===== src/rtl/nn_pkg.sv =====
// -----------------------------------------------------------------------------
// nn_pkg
// Shared types and helpers for the sequential two-layer perceptron
// (nn_mlp_seq) and its MAC unit (nn_mac_unit).
//   - act_t     : hidden-layer activation selector (ReLU / hard-tanh)
//   - state_t   : controller FSM states
//   - W_RST     : power-on / reset weight table (entry k at [k*8 +: 8])
//   - sat_range / sat_signed / sat_relu : saturation helpers on 32-bit
//     signed values, bounds derived from the requested output width
// -----------------------------------------------------------------------------
package nn_pkg;

  typedef enum logic {
    ACT_RELU  = 1'b0,
    ACT_HTANH = 1'b1
  } act_t;

  typedef enum logic [1:0] {
    S_IDLE = 2'd0,
    S_L1   = 2'd1,
    S_L2   = 2'd2,
    S_DONE = 2'd3
  } state_t;

  localparam int NN_DW = 8;
  localparam int NN_NW = 8;

  // L1 = {0x18, 0x12, 0x09, 0x5D}, L2 = {0xEB, 0x2E, 0xEC, 0x30}; entry 0 is the LSB byte.
  localparam logic [NN_NW*NN_DW-1:0] W_RST = {
    8'h30, 8'hEC, 8'h2E, 8'hEB,
    8'h5D, 8'h09, 8'h12, 8'h18
  };

  // Reset value for weight k; indices beyond the table reset to zero.
  function automatic logic signed [NN_DW-1:0] w_rst_entry(input int k);
    logic signed [NN_DW-1:0] v;
    v = '0;
    if (k >= 0 && k < NN_NW) v = W_RST[k*NN_DW +: NN_DW];
    return v;
  endfunction

  function automatic logic signed [31:0] sat_range(input logic signed [31:0] v,
                                                   input logic signed [31:0] lo,
                                                   input logic signed [31:0] hi);
    logic signed [31:0] r;
    r = v;
    if (v > hi) r = hi;
    if (v < lo) r = lo;
    return r;
  endfunction

  // Clamp to the two's-complement range of a w-bit signed value.
  function automatic logic signed [31:0] sat_signed(input logic signed [31:0] v,
                                                    input int w);
    logic signed [31:0] hi;
    hi = (32'sd1 <<< (w - 1)) - 32'sd1;
    return sat_range(v, -hi - 32'sd1, hi);
  endfunction

  // ReLU followed by clamp to the positive range of a w-bit signed value.
  function automatic logic signed [31:0] sat_relu(input logic signed [31:0] v,
                                                  input int w);
    logic signed [31:0] hi;
    hi = (32'sd1 <<< (w - 1)) - 32'sd1;
    return sat_range(v, 32'sd0, hi);
  endfunction

endpackage


===== src/rtl/nn_mac_unit.sv =====
// -----------------------------------------------------------------------------
// nn_mac_unit
// Signed multiply-accumulate shared by both perceptron layers, with a
// requantise/saturate output stage that looks at acc + current product,
// so the controller can store a neuron result on its last term.
// Ports:
//   clk, rst_n : clock, synchronous active-low reset (clears accumulator)
//   i_clr      : clear accumulator (wins over i_en)
//   i_en       : accumulate i_w * i_x
//   i_w        : signed weight, Q(FRAC)
//   i_x        : signed operand (DW+1 bits so unsigned inputs fit)
//   o_relu     : (acc+prod) >>> FRAC, ReLU, clamp [0, 2^(DW-1)-1]
//   o_htanh    : (acc+prod) >>> FRAC, clamp [-2^FRAC, 2^FRAC]
//   o_sat      : (acc+prod) >>> FRAC, clamp [-2^(DW-1), 2^(DW-1)-1]
// -----------------------------------------------------------------------------
module nn_mac_unit
  import nn_pkg::*;
#(
  parameter int DW    = 8,
  parameter int FRAC  = 6,
  parameter int ACC_W = 20
) (
  input  logic                 clk,
  input  logic                 rst_n,
  input  logic                 i_clr,
  input  logic                 i_en,
  input  logic signed [DW-1:0] i_w,
  input  logic signed [DW:0]   i_x,
  output logic signed [DW-1:0] o_relu,
  output logic signed [DW-1:0] o_htanh,
  output logic signed [DW-1:0] o_sat
);

  localparam int PW = 2 * DW + 1;

  logic signed [PW-1:0]    w_prod;
  logic signed [ACC_W-1:0] w_sum;
  logic signed [ACC_W-1:0] w_shift;
  logic signed [31:0]      w_q;
  logic signed [ACC_W-1:0] r_acc;

  assign w_prod  = PW'(i_w) * PW'(i_x);
  assign w_sum   = r_acc + ACC_W'(w_prod);
  // Arithmetic shift floors toward minus infinity, matching the reference model.
  assign w_shift = w_sum >>> FRAC;
  assign w_q     = 32'(w_shift);

  assign o_relu  = DW'(sat_relu(w_q, DW));
  assign o_htanh = DW'(sat_range(w_q, -(32'sd1 <<< FRAC), 32'sd1 <<< FRAC));
  assign o_sat   = DW'(sat_signed(w_q, DW));

  always_ff @(posedge clk) begin
    if (!rst_n)     r_acc <= '0;
    else if (i_clr) r_acc <= '0;
    else if (i_en)  r_acc <= w_sum;
  end

endmodule


===== src/rtl/nn_mlp_seq.sv =====
// -----------------------------------------------------------------------------
// nn_mlp_seq
// Time-multiplexed two-layer perceptron for the PLL loop-gain path. One MAC
// evaluates N_IN*N_HID layer-1 terms then N_HID*N_OUT layer-2 terms, one per
// cycle; result is presented with a valid/ready handshake.
// Optional build macro: NN_HARDTANH_EN adds input act_sel (sampled at input
// acceptance) selecting hard-tanh instead of ReLU for the hidden layer.
// Ports:
//   clk, rst_n           : clock, synchronous active-low reset
//   in_valid/in_ready    : input vector handshake
//   in_data              : N_IN unsigned DW-bit inputs, element i at [i*DW +: DW]
//   out_valid/out_ready  : result handshake
//   out_data             : N_OUT signed DW-bit outputs, element o at [o*DW +: DW]
//   w_we/w_addr/w_data   : weight RAM write port (Q(FRAC) signed weights)
//   w_drop               : one-cycle pulse when a write is discarded while busy
//   busy                 : high while layer 1 or layer 2 is being computed
//   act_sel              : (NN_HARDTANH_EN only) 1 = hard-tanh, 0 = ReLU
// Weight layout: L1 (h,i) at h*N_IN+i; L2 (o,h) at N_IN*N_HID + o*N_HID + h.
// Both layers are evaluated in address order, so one pointer walks the RAM.
// -----------------------------------------------------------------------------
module nn_mlp_seq
  import nn_pkg::*;
#(
  parameter int N_IN  = 2,
  parameter int N_HID = 2,
  parameter int N_OUT = 2,
  parameter int DW    = 8,
  parameter int FRAC  = 6,
  parameter int ACC_W = 20,
  localparam int NW   = N_IN * N_HID + N_HID * N_OUT,
  localparam int AW   = (NW > 1) ? $clog2(NW) : 1
) (
  input  logic                  clk,
  input  logic                  rst_n,
  input  logic                  in_valid,
  output logic                  in_ready,
  input  logic [N_IN*DW-1:0]    in_data,
`ifdef NN_HARDTANH_EN
  input  logic                  act_sel,
`endif
  output logic                  out_valid,
  input  logic                  out_ready,
  output logic [N_OUT*DW-1:0]   out_data,
  input  logic                  w_we,
  input  logic [AW-1:0]         w_addr,
  input  logic [DW-1:0]         w_data,
  output logic                  w_drop,
  output logic                  busy
);

  localparam int KMAX = (N_IN > N_HID) ? N_IN : N_HID;   // terms per neuron, max over layers
  localparam int KW   = (KMAX > 1) ? $clog2(KMAX) : 1;
  localparam int NMAX = (N_HID > N_OUT) ? N_HID : N_OUT; // neurons per layer, max over layers
  localparam int NWD  = (NMAX > 1) ? $clog2(NMAX) : 1;

  if (ACC_W < 2 * DW + $clog2(KMAX) + 1) begin : g_acc_chk
    $error("nn_mlp_seq: ACC_W too narrow, accumulator could wrap");
  end
  if (ACC_W > 32) begin : g_acc_max_chk
    $error("nn_mlp_seq: ACC_W above 32 is not supported by the saturation stage");
  end
  if (FRAC >= DW - 1) begin : g_frac_chk
    $error("nn_mlp_seq: FRAC must leave room for +1.0 in a DW-bit signed value");
  end

  state_t                r_state;
  state_t                w_next;
  act_t                  w_act;

  logic signed [DW-1:0]  r_w   [NW];
  logic [DW-1:0]         r_in  [KMAX];
  logic signed [DW-1:0]  r_hid [KMAX];
  logic signed [DW-1:0]  r_out [N_OUT];
  logic [AW-1:0]         r_wp;
  logic [KW-1:0]         r_k;
  logic [NWD-1:0]        r_neu;
  logic                  r_w_drop;

  logic                  w_accept;
  logic                  w_last_term;
  logic                  w_layer_end;
  logic                  w_addr_ok;
  logic                  w_mac_clr;
  logic signed [DW:0]    w_mac_x;
  logic signed [DW-1:0]  w_relu;
  logic signed [DW-1:0]  w_htanh;
  logic signed [DW-1:0]  w_sat;
  logic signed [DW-1:0]  w_hid_val;

`ifdef NN_HARDTANH_EN
  act_t r_act;
  assign w_act = r_act;
`else
  assign w_act = ACT_RELU;
`endif

  // ---------------------------------------------------------------------------
  // Controller
  // ---------------------------------------------------------------------------
  // NOTE: sequential state uses non-blocking assignments so every flop samples
  // pre-edge values regardless of block ordering.
  always_ff @(posedge clk) begin
    if (!rst_n) r_state <= S_IDLE;
    else        r_state <= w_next;
  end

  // NOTE: every output of a combinational block gets a default first; a path
  // that leaves one unassigned would infer a latch.
  always_comb begin
    w_next    = r_state;
    in_ready  = 1'b0;
    out_valid = 1'b0;
    busy      = 1'b0;
    case (r_state)
      S_IDLE: begin
        in_ready = 1'b1;
        if (in_valid) w_next = S_L1;
      end
      S_L1: begin
        busy = 1'b1;
        if (w_layer_end) w_next = S_L2;
      end
      S_L2: begin
        busy = 1'b1;
        if (w_layer_end) w_next = S_DONE;
      end
      S_DONE: begin
        out_valid = 1'b1;
        if (out_ready) w_next = S_IDLE;
      end
      default: w_next = S_IDLE;
    endcase
  end

  // Term bookkeeping and MAC operand select for the current layer.
  always_comb begin
    w_last_term = 1'b0;
    w_layer_end = 1'b0;
    w_mac_x     = '0;
    if (r_state == S_L1) begin
      w_mac_x     = {1'b0, r_in[r_k]};  // inputs are unsigned: zero-extend
      w_last_term = (r_k == KW'(N_IN - 1));
      w_layer_end = w_last_term && (r_neu == NWD'(N_HID - 1));
    end else if (r_state == S_L2) begin
      w_mac_x     = {r_hid[r_k][DW-1], r_hid[r_k]};  // hidden values are signed
      w_last_term = (r_k == KW'(N_HID - 1));
      w_layer_end = w_last_term && (r_neu == NWD'(N_OUT - 1));
    end
  end

  assign w_accept  = in_valid && in_ready;
  assign w_mac_clr = w_accept || (busy && w_last_term);
  assign w_addr_ok = (32'(w_addr) < NW);
  assign w_hid_val = (w_act == ACT_HTANH) ? w_htanh : w_relu;

  // ---------------------------------------------------------------------------
  // MAC
  // ---------------------------------------------------------------------------
  nn_mac_unit #(
    .DW    (DW),
    .FRAC  (FRAC),
    .ACC_W (ACC_W)
  ) u_mac (
    .clk     (clk),
    .rst_n   (rst_n),
    .i_clr   (w_mac_clr),
    .i_en    (busy),
    .i_w     (r_w[r_wp]),
    .i_x     (w_mac_x),
    .o_relu  (w_relu),
    .o_htanh (w_htanh),
    .o_sat   (w_sat)
  );

  // ---------------------------------------------------------------------------
  // Weight RAM: writable only while not computing, so a running evaluation
  // always sees one consistent weight set. A write in the accepting cycle
  // commits before the first term is read.
  // ---------------------------------------------------------------------------
  // NOTE: this memory is deliberately reset because the reset must reload the
  // default weight table; plain storage arrays normally get no reset.
  always_ff @(posedge clk) begin
    if (!rst_n) begin
      for (int k = 0; k < NW; k++) r_w[k] <= DW'(w_rst_entry(k));
    end else if (w_we && w_addr_ok && !busy) begin
      r_w[w_addr] <= w_data;
    end
  end

  // ---------------------------------------------------------------------------
  // Datapath registers
  // ---------------------------------------------------------------------------
  always_ff @(posedge clk) begin
    if (!rst_n) begin
      for (int i = 0; i < KMAX; i++) begin
        r_in[i]  <= '0;
        r_hid[i] <= '0;
      end
      for (int o = 0; o < N_OUT; o++) r_out[o] <= '0;
      r_wp     <= '0;
      r_k      <= '0;
      r_neu    <= '0;
      r_w_drop <= 1'b0;
`ifdef NN_HARDTANH_EN
      r_act    <= ACT_RELU;
`endif
    end else begin
      r_w_drop <= w_we && w_addr_ok && busy;
      if (w_accept) begin
        for (int i = 0; i < N_IN; i++) r_in[i] <= in_data[i*DW +: DW];
        r_wp  <= '0;
        r_k   <= '0;
        r_neu <= '0;
`ifdef NN_HARDTANH_EN
        r_act <= act_sel ? ACT_HTANH : ACT_RELU;
`endif
      end else if (busy) begin
        r_wp <= r_wp + AW'(1);
        if (w_last_term) begin
          r_k   <= '0;
          r_neu <= w_layer_end ? '0 : r_neu + NWD'(1);
          if (r_state == S_L1) r_hid[r_neu] <= w_hid_val;
          else                 r_out[r_neu] <= w_sat;
        end else begin
          r_k <= r_k + KW'(1);
        end
      end
    end
  end

  always_comb begin
    out_data = '0;
    for (int o = 0; o < N_OUT; o++) out_data[o*DW +: DW] = r_out[o];
  end

  assign w_drop = r_w_drop;

endmodule


===== config.mk =====
export PLATFORM = sky130hd
export DESIGN_NAME = nn_mlp_seq
export DESIGN_NICKNAME = d
export VERILOG_FILES = /design/src/rtl/nn_pkg.sv /design/src/rtl/nn_mac_unit.sv /design/src/rtl/nn_mlp_seq.sv
export SDC_FILE = /design/constraint.sdc
export NUM_CORES = 1
export LEC_CHECK = 0
export ABC_AREA = 0
export CORE_MARGIN = 1.5
export CORE_UTILIZATION = 25
export CTS_CLUSTER_DIAMETER = 60
export DETAILED_ROUTE_END_ITERATION = 8
export PLACE_DENSITY = 0.51
export SETUP_SLACK_MARGIN = 0.02
export SLEW_MARGIN = 20
export SYNTH_ARGS = -nofsm -noshare
export SYNTH_HDL_FRONTEND = slang
export SYNTH_SLANG_ARGS = --single-unit

===== constraint.sdc =====
create_clock -name clk -period 22.9 [get_ports clk]
set_input_delay 3.435 -clock clk [delete_from_list [all_inputs] [get_ports clk]]
set_output_delay 3.435 -clock clk [all_outputs]
set_load 0.02 [all_outputs]

## Yosys cells after proc, flatten, opt, wreduce, memory -nomap -nowiden

Memory sizes are Yosys's and may differ from the RTL's. A register that Yosys moved wholly into a read port is not among the register bits.
Index checks and enable logic that the tools add are counted.

| cells by class | value |
|---|---|
| $add $sub $neg | 4 |
| multipliers | 1 |
| magnitude comparators | 3 |
| eq/ne operators | 7 |
| muxes and demuxes | 63 |
| bitwise gates (word level) | 3 |
| reduce and logical (&&, ||, !) cells | 16 |

Operator list:

| kind | count |
|---|---|
| 8-bit two-way mux | 16 |
| 1-bit two-way mux | 37 |
| 8-bit OR reduction | 3 |
| 20-bit by 17-bit adder with 20-bit output | 1 |
| 9-bit two-way mux | 2 |
| 8-bit by 9-bit multiplier with 17-bit output | 1 |
| 14-bit by 8-bit > comparator with 1-bit output, second input constant | 1 |
| 14-bit by 1-bit < comparator with 1-bit output, second input constant | 1 |
| 14-bit by 8-bit < comparator with 1-bit output, second input constant | 1 |
| 3-bit two-way mux | 3 |
| 2-bit two-way mux | 4 |
| 2-bit != test, second input constant | 4 |
| 2-bit one-hot mux with 4 select lines | 1 |
| 2-bit OR reduction | 3 |
| 1-bit logical AND | 5 |
| 2-bit == test, second input constant | 2 |
| 4-bit AND reduction | 1 |
| 3-bit by 1-bit adder with 3-bit output, second input constant | 1 |
| 1-bit adder, second input constant | 2 |
| 2-bit by 1-bit == test with 1-bit output, second input constant | 1 |
| 2-bit logical NOT | 1 |
| 1-bit OR | 2 |
| 2-bit AND reduction | 1 |
| 1-bit logical NOT | 1 |
| 2 further kinds | 2 |

| word-level totals | value |
|---|---|
| register bits | 28 |
| RAM bits | 112 |
| output and inout bits | 20 |
| memories kept | 4 |

Memory list:

| name | depth | width | read ports | clocked after Yosys merged registers in | write ports | line | RTL |
|---|---|---|---|---|---|---|---|
| r_w | 8 | 8 | 1 | 1 | 8 | nn_mlp_seq.sv:70 | `logic signed [DW-1:0] r_w [NW];` |
| r_hid | 2 | 8 | 1 | 1 | 2 | nn_mlp_seq.sv:72 | `logic signed [DW-1:0] r_hid [KMAX];` |
| r_in | 2 | 8 | 1 | 1 | 2 | nn_mlp_seq.sv:71 | `logic [DW-1:0] r_in [KMAX];` |
| r_out | 2 | 8 | 2 | 0 | 2 | nn_mlp_seq.sv:73 | `logic signed [DW-1:0] r_out [N_OUT];` |

## Depth between registers and ports, before layout

Gate-level depths: netlist of the first run.

| depth | value |
|---|---|
| word-level depth | 10 |
| depth in mapped cells | 29 |

## Cells and area by module

A second synthesis of the first run with hierarchy kept.

| unflattened totals | value |
|---|---|
| cells, all modules | 916 |
| area total of the unflattened synthesis | 10,336.2 um^2 |

Modules (own cells, without submodules):

| module | times used | cells an instance | area an instance (um^2) |
|---|---|---|---|
| nn_mlp_seq | 1 | 391 | 5,444.0 |
| nn_mac_unit | 1 | 525 | 4,892.2 |

## Least setup slack after synthesis of the first run

OpenSTA, ideal clock, no wires.

| timing | value |
|---|---|
| path type | reg2reg |
| start | register with a tool-made name |
| end | memory r_out[0][0], data pin |
| arrival time | 7.007 ns |
| data required time | 22.624 ns |
| setup slack | 15.617 ns |
| cell stages (with the launch flop) | 26 |
| period minus slack after synthesis | 7.283 ns |
| cell sequence | dfxtp_1 clkbuf_1 buf_2 mux4_2 mux2_2 nor2b_1 fa_1 fa_1 fa_1 inv_1 fa_1 inv_1 ha_1 ha_1 buf_2 nand2_1 nor4_2 a22o_2 mux2i_1 xor2_1 and4_1 buf_6 or2_1 buf_6 buf_6 a21oi_1 |

RTL lines:

| element | line |
|---|---|
| end: declaration | nn_mlp_seq.sv:73 |

==> results of run 1 <==
-- worst max path at each step --
stage	startpoint	to	slack, ns
global placement	flop	r_out[0][1]	14.84
CTS	flop	r_out[0][1]	14.61
detailed placement	flop	r_out[0][6]	14.69
floorplan	flop	r_out[0][0]	15.62
global route	flop	r_out[0][1]	14.23
finish	flop	r_out[0][1]	14.65
-- synthesized netlist by cell type, types with 2 or more instances --
cell       number  area (um2)
edfxtp_1      112        3360
or3_1          14        87.6
buf_1           3        11.3
a31oi_1         2        12.5
or2_2          14        87.6
nor3_1          9        45.0
inv_1          96         360
xnor2_1        15         131
nand3_1         6        30.0
buf_6           3        33.8
clkbuf_1       22        82.6
o21ai_0        18        90.1
and3_1          2        12.5
fa_1           91        1820
mux2_2         11         124
nand2_1        43         161
nand4_1         3        18.8
o21a_1          3        22.5
nor4_1          3        18.8
nor4_2          2        25.0
nor2_1         99         372
nor2b_1         5        31.3
a21oi_1        53         265
o21ai_1         3        15.0
ha_1           51         638
mux4_2         16         360
dfxtp_1        32         641
and2_1         52         325
mux2i_1        27         270
a21o_1          4        30.0
xor2_1          8        70.1
nand2b_1       18         113
buf_2           4        20.0
a211oi_1        4        30.0
a2bb2oi_1       2        17.5
-- cell type report --
type                            instances  area [um2]  area share [%]
Clock buffer                           18         429            3.70
Clock inverter                         14         138            1.19
Inverter                               96         360            3.11
Multi-Input combinational cell        598        5410            46.6
Sequential cell                       144        4000            34.5
Tap cell                              518         648            5.59
Timing Repair Buffer                   65         616            5.31
-- flip-flops by register name, indices dropped and copies added (netlist names), named ones only --
| signal | cells |
|---|---|
| r_w | 64 |
| r_out | 16 |
| r_hid | 16 |
| r_neu | 1 |
| r_k | 1 |
| r_state | 2 |
| r_in | 16 |
| w_drop | 1 |
| r_wp | 3 |
| u_mac.r_acc | 20 |
-- worst reg2reg max path: cells and delay by family (launching register included) --
kind,cells,cell delay [ns]
compound gates,2,0.36
flops,1,0.83
xor+xnor,1,0.33
mux,3,1.48
fa+ha+maj,6,2.94
buf+inv,4,0.30
simple gates,5,1.72
-- stage by stage --
step                power (W)  cell area (um2)  utilization [%]
floorplan             0.00118             9920                -
global placement      0.00144            11000             28.4
detailed placement    0.00144            11000             28.4
CTS                   0.00172            11600             29.8
global route          0.00186            11600             29.8
finish                0.00170            11600             29.8
-- power by group through the flow --
stage / combinational (W) / sequential, W / clock [W]
2_1_floorplan: 0.000851 / 0.000333 / 0
3_3_place_gp: 0.00109 / 0.000348 / 0
3_5_place_dp: 0.00109 / 0.000348 / 0
4_1_cts: 0.00110 / 0.000342 / 0.000275
5_1_grt: 0.00123 / 0.000345 / 0.000284
6_report: 0.00109 / 0.000341 / 0.000270
-- cell families after synthesis --
family / after synthesis / synth area share [%]
AOI/OAI and AO/OA: 99 / 5.92
buffers and inverters: 128 / 5.12
adders and majority gates: 142 / 24.8
DFF: 144 / 40.4
xor gates and xnor gates: 23 / 2.03
and+or+nand+nor: 278 / 14.1
muxes: 54 / 7.61
other: 1 / 0.0378
-- per-layer routing --
metal | vias up | routed length (um) | track usage, %
met3 | 19 | 840 | 2.14
li1 | 3038 | - | -
met2 | 112 | 11800 | 20.7
met5 | - | 0 | 0
met1 | 3177 | 10700 | 16.1
met4 | 0 | 258 | 2.88
==> summary.txt, run 1 <==
Logic synthesis
  – Post-synth EDFFs: 112
  – Synth warnings: 0
  – Syn Inst Count: 869
  – #FFs+latches synth: 144
  – Yosys cell types: 54
  – Post-Syn Area: 0.00992 mm2
  – Mean area per synthesized cell: 11.4 um2
  – Top_reg_cell synth: edfxtp_1
  – Post-synthesis sequential area ratio: 40.4%
  – Asr flop ratio synth: 0%

Global route
  – Number of global-route vias before repair: 6720
  – Largest net degree at the start of global routing: 23
  – Initial antenna violation count: 0
  – First-pass GRT wire length: 37.9 mm
  – GRT Util Overall: 12.2%
  – Total global routing overflow: 0

Finish
  – Area Overhead vs Synth: 17.0%
  – Share of layout cells above drive strength 1: 9.84%
  – Commonest non-fill, non-tap cell in the layout: edfxtp_1
  – ANT cells: 0
  – Non-Filler Instances: 1453
  – Final nets: 1096
  – Layout fillers: 4053
  – Most frequent cells in the layout: edfxtp_1 (112), nor2_1 (99), inv_1 (96), fa_1 (91), a21oi_1 (53)

Place
  – Number of port buffers: 51
  – DP Wirelength: 18.6 mm
  – Placed cell count: 1421
  – DP Worst Slack: 14.69 ns
  – Routability cong.: 0.787

Setup path
  – Startpoint types: flop
  – Number of cells on the critical path: 21
  – Critical path arrival: 8.37 ns
  – Crit path cell chain: mux4_2 > mux2i_1 > nor2_1 > fa_1 > inv_1 > fa_1 > inv_1 > fa_1 > inv_1 > fa_1 > inv_1 > ha_1 > ha_1 > nand2_1 > nor4_2 > a22o_2 > mux2i_1 > xor2_1 > and4_1 > or2_1 > a21oi_1
  – Critical path endpoint category: flop
  – RR Endpoint: r_out[0][1]
  – Buffer and inverter count on the worst path: 4
  – Critical path class: flop to flop
  – Worst-case reg-to-reg path depth: 21
  – CP top delay family: adder cells
  – CP required: 23.03 ns
  – Crit path max fanout: 16
  – FF-to-FF setup slack: 14.65 ns
  – Delay of the slowest critical-path stage: 0.85 ns
  – CP max stage cell: mux2i_1

Routing
  – DRT Wirelength: 23.6 mm
  – Number of DRC markers in iteration 0: 335
  – DRC violations left: 0
  – Drt wl/cell: 16.2 um
  – Vias post-DR: 6346
  – Post-route ant nets: 0
  – Via/cell ratio: 4.37
  – Pre-antenna DRT Iters: 5

Worst hold path
  – Hold endpoint: u_mac.r_acc[8]
  – Hold depth: 2
  – HP Class: flop to flop
  – Hold Crit Start: u_mac.r_acc[8]

CTS
  – CTS clk-pin slew, worst paths: 0.06 ns
  – Number of gates resized after CTS: 0
  – Post-CTS Setup Repair Bufs: 0
  – CTS buffer count: 17
  – CTS tree: yes
  – Root Driver: clkbuf_16
  – Clk Latency, worst-skew pair: 0.43 ns
  – CTS Hold Bufs: 0
  – # clock sinks: 144
  – Max clock buf depth: 2
  – H-tree depth: 4

Timing
  – Tcrit/Tclk final: 36.0%
  – Worst Skew: 0.0144 ns
  – Hold WS: 0.489 ns
  – Fmax: 121 MHz
  – Setup Viol. Count Final: 0
  – Hold Violations, Final: 0
  – Final WS setup: 14.65 ns
  – Worst Tran Pin Value: 1.15 ns
  – Final setup TNS: 0 ns
  – Slew HR: 22.8%
  – Period minus WS final: 8.25 ns
  – Unrepaired setup endpoints after global routing: no
  – Final max-slew violation count: 0

Floorplanning
  – Num rows: 72
  – Die height: 202 um
  – Top Ports: 52
  – Core footprint: 0.0389 mm2
  – Total die area: 0.0409 mm2
  – Die W: 202 um
  – Initial Util: 25.5%

Power
  – Worst VDD drop: 0.0957 mV
  – Switch Pwr: 0.000821 W
  – Power Dens Cells: 146 mW/mm2
  – Comb pwr share: 64.0%
  – Register share of total power: 20.1%
  – Static leakage: 4.64 nW
  – Sw Share: 48.3%
  – Internal power: 0.000878 W
  – Power share of the clock group: 15.9%

Run status
  – Outcome: finished, final reports clean

Run
  – Max Cap Viol: 0
No activity file was read; power rests on OpenSTA's default activity.
==> run 2: changes to the inputs <==
PLACE_DENSITY = 0.52   (was 0.51)
clock period = 6.7 ns   (was 22.9 ns; I/O delays follow)
==> run 2 against run 1 <==
  * Flip-flop and latch count stayed put
  * Utilization up 1.9 points
  * Sequential share of layout area decreased by 2.1 points
  * First-iteration DRC count rose by 7.2%
  * Via count rose by 3.9%
  * Worst setup slack lost 14 ns
==> summary.txt, run 2 (same netlist as run 1, synthesis figures left out) <==
Run status
  – Outcome: finished, final reports clean

Timing
  – Worst Skew: 0.00902 ns
  – Fmax: 155 MHz
  – Slew HR: 29.8%
  – Unrepaired setup endpoints after global routing: yes
  – Hold WS: 0.488 ns
  – Hold Violations, Final: 0
  – Tcrit/Tclk final: 96.6%
  – Final max-slew violation count: 0
  – Setup Viol. Count Final: 0
  – Period minus WS final: 6.47 ns
  – Worst Tran Pin Value: 1.04 ns

Routing
  – Pre-antenna DRT Iters: 4
  – DRT Wirelength: 25.2 mm
  – Post-route ant nets: 0
  – Via/cell ratio: 4.38
  – DRC violations left: 0
  – Drt wl/cell: 16.7 um
  – Vias post-DR: 6594
  – Number of DRC markers in iteration 0: 359

Floorplanning
  – Top Ports: 52
  – Initial Util: 25.5%
  – Die height: 202 um
  – Total die area: 0.0409 mm2
  – Num rows: 72
  – Die W: 202 um
  – Core footprint: 0.0389 mm2

Run
  – Max Cap Viol: 0

Setup path
  – CP max stage cell: fa_1
  – Critical path endpoint category: flop
  – Critical path arrival: 6.62 ns
  – Startpoint types: flop
  – Critical path class: flop to flop
  – CP required: 6.85 ns
  – Worst-case reg-to-reg path depth: 19
  – Crit path cell chain: clkbuf_16 > mux4_2 > mux2_2 > nor2b_4 > fa_1 > fa_1 > fa_1 > fa_1 > ha_1 > ha_1 > buf_4 > a221o_1 > o21ai_2 > nor3b_4 > xor2_2 > and4b_2 > a2bb2oi_1 > buf_4 > a21oi_1
  – Delay of the slowest critical-path stage: 0.54 ns
  – Crit path max fanout: 11
  – Cell mode on critical path: fa_1

Worst hold path
  – HP Class: flop to flop
  – Hold depth: 2

Global route
  – Number of global-route vias before repair: 6925
  – GRT Util Overall: 12.9%
  – Total global routing overflow: 0
  – First-pass GRT wire length: 39.8 mm
  – Initial antenna violation count: 0
  – Largest net degree at the start of global routing: 23

Finish
  – Share of layout cells above drive strength 1: 18.6%
  – Non-Filler Instances: 1505
  – Area Overhead vs Synth: 24.6%
  – Multi-input logic area: 0.00570 mm2
  – Largest register FFs: 64
  – Commonest non-fill, non-tap cell in the layout: edfxtp_1
  – Sequential Area: 0.00401 mm2
  – Layout fillers: 3992
  – ANT cells: 0
  – Largest Register: r_w
  – Regs by FF count: r_w: 64 flops, u_mac.r_acc: 20 flops
  – Final nets: 1149
  – Most frequent cells in the layout: edfxtp_1 (112), nor2_1 (96), inv_1 (93), fa_1 (90), buf_4 (61)
  – Util after Layout: 31.7%

CTS
  – Clk Latency, worst-skew pair: 0.44 ns
  – CTS buffer count: 17
  – # clock sinks: 144
  – CTS tree: yes
  – H-tree depth: 4
  – CTS clk-pin slew, worst paths: 0.06 ns
  – Max clock buf depth: 2
  – Root Driver: clkbuf_16

Place
  – Number of port buffers: 51
  – Routability cong.: 0.794
  – Placed cell count: 1458
  – DP Wirelength: 18.8 mm
==> run 2: changes by cell type in the layout (fill, tap and decap cells not counted), moves of 4 or more <==
cell	change
mux2i_4	+4
buf_4	+47
ha_1	-7
ha_4	+6
o21ai_0	-4
mux2i_1	-6
==> run 2: repair_timing <==
action | CTS | global route
endpoints found under the setup margin | 14 | 29
hold buffers | 0 | 0
gates resized for setup | 4 | 48
gates cloned | 0 | 1
setup buffers | 0 | 15
pin swaps | 1 | 14
==> run 2: worst paths after layout <==
path / from / endpoint / slack, ns
min: u_mac.r_acc[6] / u_mac.r_acc[6] / 0.49
max: flop / r_out[0][1] / 0.23
min reg2reg: u_mac.r_acc[6] / u_mac.r_acc[6] / 0.49
max reg2reg: flop / r_out[0][1] / 0.23
==> run 2: layer usage <==
metal / vias to the layer above / GRT usage (%) / wire [um]
li1: 3140 / - / -
met1: 3300 / 17.3 / 11500
met2: 136 / 20.8 / 12100
met3: 18 / 3.02 / 1240
met4: 0 / 3.57 / 364
met5: - / 0 / 0
==> run 2: per-stage QoR <==
stage	worst slack, ns	TNS [ns]	instance area [um2]
final	0.230	0	12400
after global routing	-0.00622	-0.00622	12400
after CTS	0.0147	0	12000
after detailed placement	-0.0783	-0.325	11400
after global placement	-0.0831	-0.426	11400
after floorplan	0.0333	0	9990
==> run 2: layout make-up <==
type,count,share of cell area (%)
multi-input combinational,598,46.2
sequential,144,32.4
timing repair buffer,118,8.71
tap,518,5.25
clock buffer,20,3.54
inverter,96,2.97
clock inverter,11,0.932
==> run 2: critical path, delay by kind of cell, from the launching register on <==
family | cells | cell delay, ns
AND/OR/NAND/NOR | 3 | 0.77
AO/OA/AOI/OAI | 4 | 0.75
buffers and inverters | 3 | 0.50
flip-flops | 1 | 0.38
adder cells (fa/ha/maj) | 6 | 2.62
XOR/XNOR | 1 | 0.21
multiplexers | 2 | 0.93
Power of run 2 is left out: the tool's default activity adds up to more than one toggle a clock period on the data nets, which glitch-free logic cannot reach.
